`config.mk`:
```
export PLATFORM = sky130hd
export DESIGN_NAME = zb_tx_frame_sequencer
export DESIGN_NICKNAME = d
export VERILOG_FILES = /design/src/rtl/zb_tx_pkg.sv /design/src/rtl/zb_sym_fifo.sv /design/src/rtl/zb_tx_frame_sequencer.sv
export SDC_FILE = /design/constraint.sdc
export NUM_CORES = 1
export LEC_CHECK = 0
export BUFFER_PORTS_ARGS = -buffer_cell sky130_fd_sc_hd__buf_2
export CAP_MARGIN = 10
export CORE_MARGIN = 5
export CORE_UTILIZATION = 42
export CTS_BUF_LIST = sky130_fd_sc_hd__clkbuf_8
export DETAILED_ROUTE_END_ITERATION = 8
export SYNTH_ARGS = -nofsm -noshare
export SYNTH_HDL_FRONTEND = slang
export SYNTH_SLANG_ARGS = --single-unit
```
`constraint.sdc`:
```
create_clock -name inClock -period 6.4 [get_ports inClock]
set_input_delay 0.32 -clock inClock [delete_from_list [all_inputs] [get_ports inClock]]
set_output_delay 0.32 -clock inClock [all_outputs]
set_load 0.02 [all_outputs]
```
`src/rtl/zb_tx_pkg.sv`:
```
// Shared types and constants for the 802.15.4 O-QPSK transmit frame sequencer.
package zb_tx_pkg;

  typedef enum logic [2:0] {
    IDLE,
    PREAMBLE,
    SFD,
    PHR,
    PAYLOAD,
    DONE
  } tx_state_t;

  localparam logic [7:0] SFD_BYTE     = 8'hA7;
  localparam logic [3:0] PREAMBLE_SYM = 4'h0;

endpackage

```
`src/rtl/zb_sym_fifo.sv`:
```
// Synchronous symbol FIFO with first-word-fall-through head and registered full/empty flags.
module zb_sym_fifo #(
  parameter int DATA_WIDTH = 4,
  parameter int ADDR_WIDTH = 2
) (
  input  logic                  clk,
  input  logic                  rst,
  input  logic                  flush,
  input  logic                  push,
  input  logic                  pop,
  input  logic [DATA_WIDTH-1:0] wdata,
  output logic [DATA_WIDTH-1:0] head,
  output logic                  full,
  output logic                  empty,
  output logic                  overflow
);

  localparam int DEPTH = 2 ** ADDR_WIDTH;
  localparam logic [ADDR_WIDTH:0]   CNT_ONE   = (ADDR_WIDTH + 1)'(1);
  localparam logic [ADDR_WIDTH:0]   CNT_DEPTH = (ADDR_WIDTH + 1)'(DEPTH);
  localparam logic [ADDR_WIDTH-1:0] PTR_ONE   = ADDR_WIDTH'(1);

  logic [DATA_WIDTH-1:0] mem [DEPTH];
  logic [ADDR_WIDTH-1:0] wr_ptr, rd_ptr;
  logic [ADDR_WIDTH:0]   count, count_nxt;
  logic                  push_ok, pop_ok;

  // A push into a full FIFO is still legal when the head leaves in the same cycle.
  assign pop_ok   = pop && !empty;
  assign push_ok  = push && (!full || pop_ok);
  assign overflow = push && full && !pop_ok;
  assign head     = mem[rd_ptr];

  always_comb begin
    count_nxt = count;
    case ({push_ok, pop_ok})
      2'b10:   count_nxt = count + CNT_ONE;
      2'b01:   count_nxt = count - CNT_ONE;
      default: count_nxt = count;
    endcase
  end

  always_ff @(posedge clk) begin
    if (rst || flush) begin
      wr_ptr <= '0;
      rd_ptr <= '0;
      count  <= '0;
      full   <= 1'b0;
      empty  <= 1'b1;
    end else begin
      if (push_ok) wr_ptr <= wr_ptr + PTR_ONE;
      if (pop_ok)  rd_ptr <= rd_ptr + PTR_ONE;
      count <= count_nxt;
      full  <= (count_nxt == CNT_DEPTH);
      empty <= (count_nxt == '0);
    end
  end

  always_ff @(posedge clk) begin
    if (push_ok && !flush) mem[wr_ptr] <= wdata;
  end

endmodule

```
`src/rtl/zb_tx_frame_sequencer.sv`:
```
// Frame sequencer feeding the O-QPSK coder: preamble, SFD, PHR, then FIFO payload symbols.
//
// state    | meaning
// IDLE     | waiting for a start request; writes may pre-load the FIFO
// PREAMBLE | sending PREAMBLE_SYMS zero symbols
// SFD      | sending 0xA7, low nibble first
// PHR      | sending {0,len}, low nibble first
// PAYLOAD  | sending 2*len symbols from the FIFO
// DONE     | one-cycle completion pulse
module zb_tx_frame_sequencer
  import zb_tx_pkg::*;
#(
  parameter int DATA_WIDTH    = 4,
  parameter int ADDR_WIDTH    = 2,
  parameter int PREAMBLE_SYMS = 8,
  parameter int LEN_WIDTH     = 7
) (
  input  logic                  inClock,
  input  logic                  inReset,
  input  logic                  inWriteEnable,
  input  logic [DATA_WIDTH-1:0] inCPUdata,
  input  logic                  inStartTx,
  input  logic [LEN_WIDTH-1:0]  inFrameLen,
  input  logic                  inSymReady,
  output logic                  o_symValid,
  output logic [DATA_WIDTH-1:0] o_symData,
  output logic                  o_busy,
  output logic                  o_txDone,
  output logic                  o_fifoFull,
  output logic                  o_error
);

  localparam int CNT_W = LEN_WIDTH + 1;
  localparam logic [CNT_W-1:0] CNT_ONE      = CNT_W'(1);
  localparam logic [CNT_W-1:0] PREAMBLE_TOP = CNT_W'(PREAMBLE_SYMS - 1);

  tx_state_t             state, state_nxt;
  logic [CNT_W-1:0]      cnt, cnt_nxt;
  logic [LEN_WIDTH-1:0]  len_q, len_nxt;
  logic                  error_nxt;
  logic                  fifo_flush, fifo_pop;
  logic                  fifo_full, fifo_empty, fifo_overflow;
  logic [DATA_WIDTH-1:0] fifo_head;
  logic [LEN_WIDTH:0]    phr_byte;
  logic                  xfer;

  assign phr_byte   = {1'b0, len_q};
  assign xfer       = o_symValid && inSymReady;
  assign o_fifoFull = fifo_full;

  zb_sym_fifo #(
    .DATA_WIDTH (DATA_WIDTH),
    .ADDR_WIDTH (ADDR_WIDTH)
  ) u_fifo (
    .clk      (inClock),
    .rst      (inReset),
    .flush    (fifo_flush),
    .push     (inWriteEnable),
    .pop      (fifo_pop),
    .wdata    (inCPUdata),
    .head     (fifo_head),
    .full     (fifo_full),
    .empty    (fifo_empty),
    .overflow (fifo_overflow)
  );

  always_ff @(posedge inClock) begin
    if (inReset) begin
      state    <= IDLE;
      cnt      <= '0;
      len_q    <= '0;
      o_error  <= 1'b0;
      o_busy   <= 1'b0;
      o_txDone <= 1'b0;
    end else begin
      state    <= state_nxt;
      cnt      <= cnt_nxt;
      len_q    <= len_nxt;
      o_error  <= error_nxt;
      o_busy   <= (state_nxt == PREAMBLE) || (state_nxt == SFD) ||
                  (state_nxt == PHR) || (state_nxt == PAYLOAD);
      o_txDone <= (state_nxt == DONE);
    end
  end

  // cnt is a down-counter reused per phase; in SFD/PHR cnt[0]=1 selects the low nibble.
  always_comb begin
    state_nxt  = state;
    cnt_nxt    = cnt;
    len_nxt    = len_q;
    error_nxt  = o_error;
    fifo_flush = 1'b0;
    fifo_pop   = 1'b0;
    o_symValid = 1'b0;
    o_symData  = '0;

    case (state)
      IDLE: begin
        if (inStartTx) begin
          if (inFrameLen != '0) begin
            len_nxt   = inFrameLen;
            error_nxt = 1'b0;
            cnt_nxt   = PREAMBLE_TOP;
            state_nxt = PREAMBLE;
          end else begin
            error_nxt = 1'b1;
          end
        end
      end
      PREAMBLE: begin
        o_symValid = 1'b1;
        o_symData  = DATA_WIDTH'(PREAMBLE_SYM);
        if (xfer) begin
          if (cnt == '0) begin
            cnt_nxt   = CNT_ONE;
            state_nxt = SFD;
          end else begin
            cnt_nxt = cnt - CNT_ONE;
          end
        end
      end
      SFD: begin
        o_symValid = 1'b1;
        o_symData  = cnt[0] ? SFD_BYTE[DATA_WIDTH-1:0] : SFD_BYTE[2*DATA_WIDTH-1:DATA_WIDTH];
        if (xfer) begin
          if (cnt == '0) begin
            cnt_nxt   = CNT_ONE;
            state_nxt = PHR;
          end else begin
            cnt_nxt = cnt - CNT_ONE;
          end
        end
      end
      PHR: begin
        o_symValid = 1'b1;
        o_symData  = cnt[0] ? phr_byte[DATA_WIDTH-1:0] : phr_byte[2*DATA_WIDTH-1:DATA_WIDTH];
        if (xfer) begin
          if (cnt == '0) begin
            cnt_nxt   = {len_q, 1'b0} - CNT_ONE;
            state_nxt = PAYLOAD;
          end else begin
            cnt_nxt = cnt - CNT_ONE;
          end
        end
      end
      PAYLOAD: begin
        o_symValid = !fifo_empty;
        o_symData  = fifo_head;
        if (xfer) begin
          fifo_pop = 1'b1;
          if (cnt == '0) begin
            state_nxt = DONE;
          end else begin
            cnt_nxt = cnt - CNT_ONE;
          end
        end else if (inSymReady) begin
          // Coder wants a symbol the CPU never supplied: abandon the frame.
          error_nxt  = 1'b1;
          fifo_flush = 1'b1;
          state_nxt  = IDLE;
        end
      end
      DONE: begin
        state_nxt = IDLE;
      end
      default: begin
        state_nxt = IDLE;
      end
    endcase

    if (fifo_overflow) error_nxt = 1'b1;
  end

endmodule

```
==> run_results.csv <==
group,metric,value,unit
pwr,power_switching,220.1,uW
placement,dpl.hpwl,4127,um
floorplanning,die-area,7719,um^2
timing,min_period,3.260,ns
worst_setup_path,startpoint_type,"flip-flop",
pwr,powerDensity,260.5,nW/um^2
timing,max_slew_margin,53.12,%
worst_setup_path,r2r_cells,10,
timing,period_share,50.93,%
pwr,intPower,512.5,uW
worst_setup_path,r2r_start,"state[2]",
drt,drtPass1Iterations,4,
floorplanning,io_pins,25,
drt,viasPerCell,5.640,
global_routing,grt_pass1_wl,9384,um
synthesis,netlist_top_cells_area,"dfxtp_1, edfxtp_1, a21oi_1, nand2_1, ha_1",
global_routing,grt_start_max_net_pins,23,
synthesis,yosysWarningCount,0,
cts,cts_buffer_depth,2,
synthesis,yosys_most_used_dff,"dfxtp_1",
global_routing,grt_use_total,15.48,%
synthesis,syn_avg_cell_area,9.756,um^2
global_routing,grt_pass1_vias,1938,
synthesis,yosysSeqAreaShare,44.03,%
cts,cts_root_buffer,"clkbuf_8",
pwr,p_comb_share,20.3,%
drt,wl,5524,um
timing,setup_tns,0,ns
cts,cts_buffers,5,
synthesis,syn_area,2546,um^2
synthesis,synth_xor_xnor_area_share,4.816,%
finish,utilization,47.51,%
finish,area_growth,10.47,%
outcome,status,"complete, no violations",
placement,place_congestion,0.8728,
worst_setup_path,worst_setup_path_end_kind,"flip-flop",
finish,drive_above_1_share,16.01,%
synthesis,async_flop_share,0,%
cts,cts_resized,0,
drt,drt_iter0_markers,146,
pwr,p_seq_share,48.6,%
placement,port_buffers,24,
cts,cts_tree,"yes",
timing,hold_violations,0,
finish,final_nets,305,
drt,ant_nets,0,
floorplanning,start_util,43.01,%
worst_setup_path,required,6.64,ns
synthesis,synth_top_family_by_area,"simple AND/OR/NAND/NOR gates",
worst_setup_path,path_max_fanout,22,
synthesis,synth-compound-area-share,16.61,%
timing,rsz0062_at_grt,"no",
timing,fmax,306.8,MHz
synthesis,yosys.area.top_type,"dfxtp_1",
global_routing,overflow,0,
worst_setup_path,worstReg2RegEnd,"u_fifo.empty",
pwr,clockPowerShare,31.0,%
timing,skew,0.006261,ns
cts,cts.reportedPaths.clkPinSlew,0.10,ns
synthesis,ys_ff_latch,48,
synthesis,synth_common_cells,"dfxtp_1, nand2_1, a21oi_1",
finish,n_fill_cell,578,
timing,tightest_slew,0.7007,ns
pwr,p_sw_share,30.05,%
min_path,hold_start,"inCPUdata[2]",
worst_setup_path,criticalPathCategory,"reg -> reg",
synthesis,syn_inst,261,
drt,wl_per_cell,15.52,um
min_path,hold_depth,1,
min_path,hold_class,"in -> reg",
pwr,ir_drop,0.0001503,V
floorplanning,fp-row-count,28,
drt,drcViolationCount,0,
synthesis,yosysMostFrequentCell,"dfxtp_1",
drt,vias,2008,
synthesis,synthAdderAreaFrac,4.717,%
cts,clock_latency,0.31,ns
cts,hold_buffers,0,
worst_setup_path,r2r_slack,3.14,ns
global_routing,antenna_found_initial,0,
synthesis,synth_top_area_share,25.16,%
cts,postCtsSetupBuffers,0,
floorplanning,die_x,87.86,um
floorplanning,die_height,87.86,um
synthesis,synth_nets,286,
synthesis,synth_edf_count,16,
floorplanning,coreArea,5921,um^2
min_path,hold_end,"u_fifo.mem[1][2]",
finish,diodes,0,
pwr,p_leak,1.071,nW
cts,cts_max_level,2,
timing,finalSetupViolCount,0,
flow_run,maxCapViolCount,0,
timing,slew_violations,0,
cts,cts_sinks,48,
worst_setup_path,cp_data_arrival_time,3.49,ns
synthesis,synth.distinct_cells,56,
synthesis,synthMuxAreaShare,4.767,%
synthesis,yosys.area_share.simple,20.79,%
cell type report:
type | count | area, um^2 | share of cell area, %
multi-input cells | 190 | 1316 | 46.80
flip-flops and latches | 48 | 1121 | 39.86
repair buffers | 25 | 127.6 | 4.537
well taps | 75 | 93.84 | 3.336
clock buffers | 5 | 68.82 | 2.447
clock inverters | 3 | 47.55 | 1.690
inverters | 10 | 37.54 | 1.335
metal layers:
metal	up-vias	track usage [%]	wire (um)
met5	-	0	0
li1	1001	-	-
met1	936	20.35	2566
met2	61	24.25	2579
met4	0	6.555	111
met3	10	3.857	266
critical path, stage by stage, from the launching register on:
cell and delay, ns:
dfxtp_1 0.73, or3b_1 0.56, nor3b_4 0.49, o21ai_2 0.14
ha_1 0.24, fa_1 0.39, xnor2_1 0.16, nor2_1 0.06
xnor2_1 0.18, nor2_1 0.08, nor3_1 0.14
flip-flops by register name (all words and copies together) (netlist names), named ones only:
signal and cells:
o_busy 1, o_error 1, u_fifo.full 1, o_txDone 1, u_fifo.empty 1, len_q 7, state 3, cnt 8
u_fifo.rd_ptr 2, u_fifo.count 3, u_fifo.mem 16, u_fifo.wr_ptr 2
cell families after synthesis:
group / Yosys count
multiplexers: 7
AO/OA/AOI/OAI: 60
flip-flops: 48
buffers and inverters: 23
AND/OR/NAND/NOR: 100
adder cells (fa/ha/maj): 9
XOR/XNOR: 14
power by group through the flow:
stage	sequential (mW)	clock, mW	combinational (mW)
6_report	0.356	0.227	0.149
5_1_grt	0.360	0.243	0.167
4_1_cts	0.356	0.234	0.150
3_5_place_dp	0.364	0	0.148
3_3_place_gp	0.363	0	0.149
2_1_floorplan	0.353	0	0.121
placed cells by master (no fill, tap or decap), types with 4 or more instances in the layout:
cell      Yosys  layout
a31oi_1       4       4
mux4_2        4       4
edfxtp_1     16      16
o22ai_1       4       4
xor2_1        4       4
nor3_1       12      12
buf_2         3      24
dfxtp_1      32      32
and2_1        6       6
xnor2_1      10      10
inv_1        10      10
nand3b_1      5       5
o31ai_1       4       4
clkbuf_8      0       5
nand2_1      27      27
ha_1          8       8
o21ai_0       4       4
or3_1         6       6
nand3_1       9       9
a21oi_1      21      21
nor2_1       19      19
stage by stage:
stage          instances  hold slack (ns)  setup WS (ns)  power [mW]  cell area, um^2
2_1_floorplan        261           0.4189          3.746      0.4740             2546
3_3_place_gp         348           0.4831          3.231      0.5120             2696
3_5_place_dp         348           0.4899          3.104      0.5120             2696
4_1_cts              356           0.2126          3.095      0.7395             2813
5_1_grt              356           0.2263          2.877      0.7699             2813
6_report             356           0.2240          3.140      0.7326             2813
how the worst max path moves through the flow:
stage	end	cells past startpoint	from
after floorplan	u_fifo.empty	12	state[1]
after global placement	u_fifo.empty	10	state[2]
after detailed placement	u_fifo.empty	10	state[2]
after CTS	u_fifo.empty	10	state[2]
after global routing	u_fifo.empty	10	state[2]
final	u_fifo.empty	10	state[2]
Power figures use the tool's default switching activity.
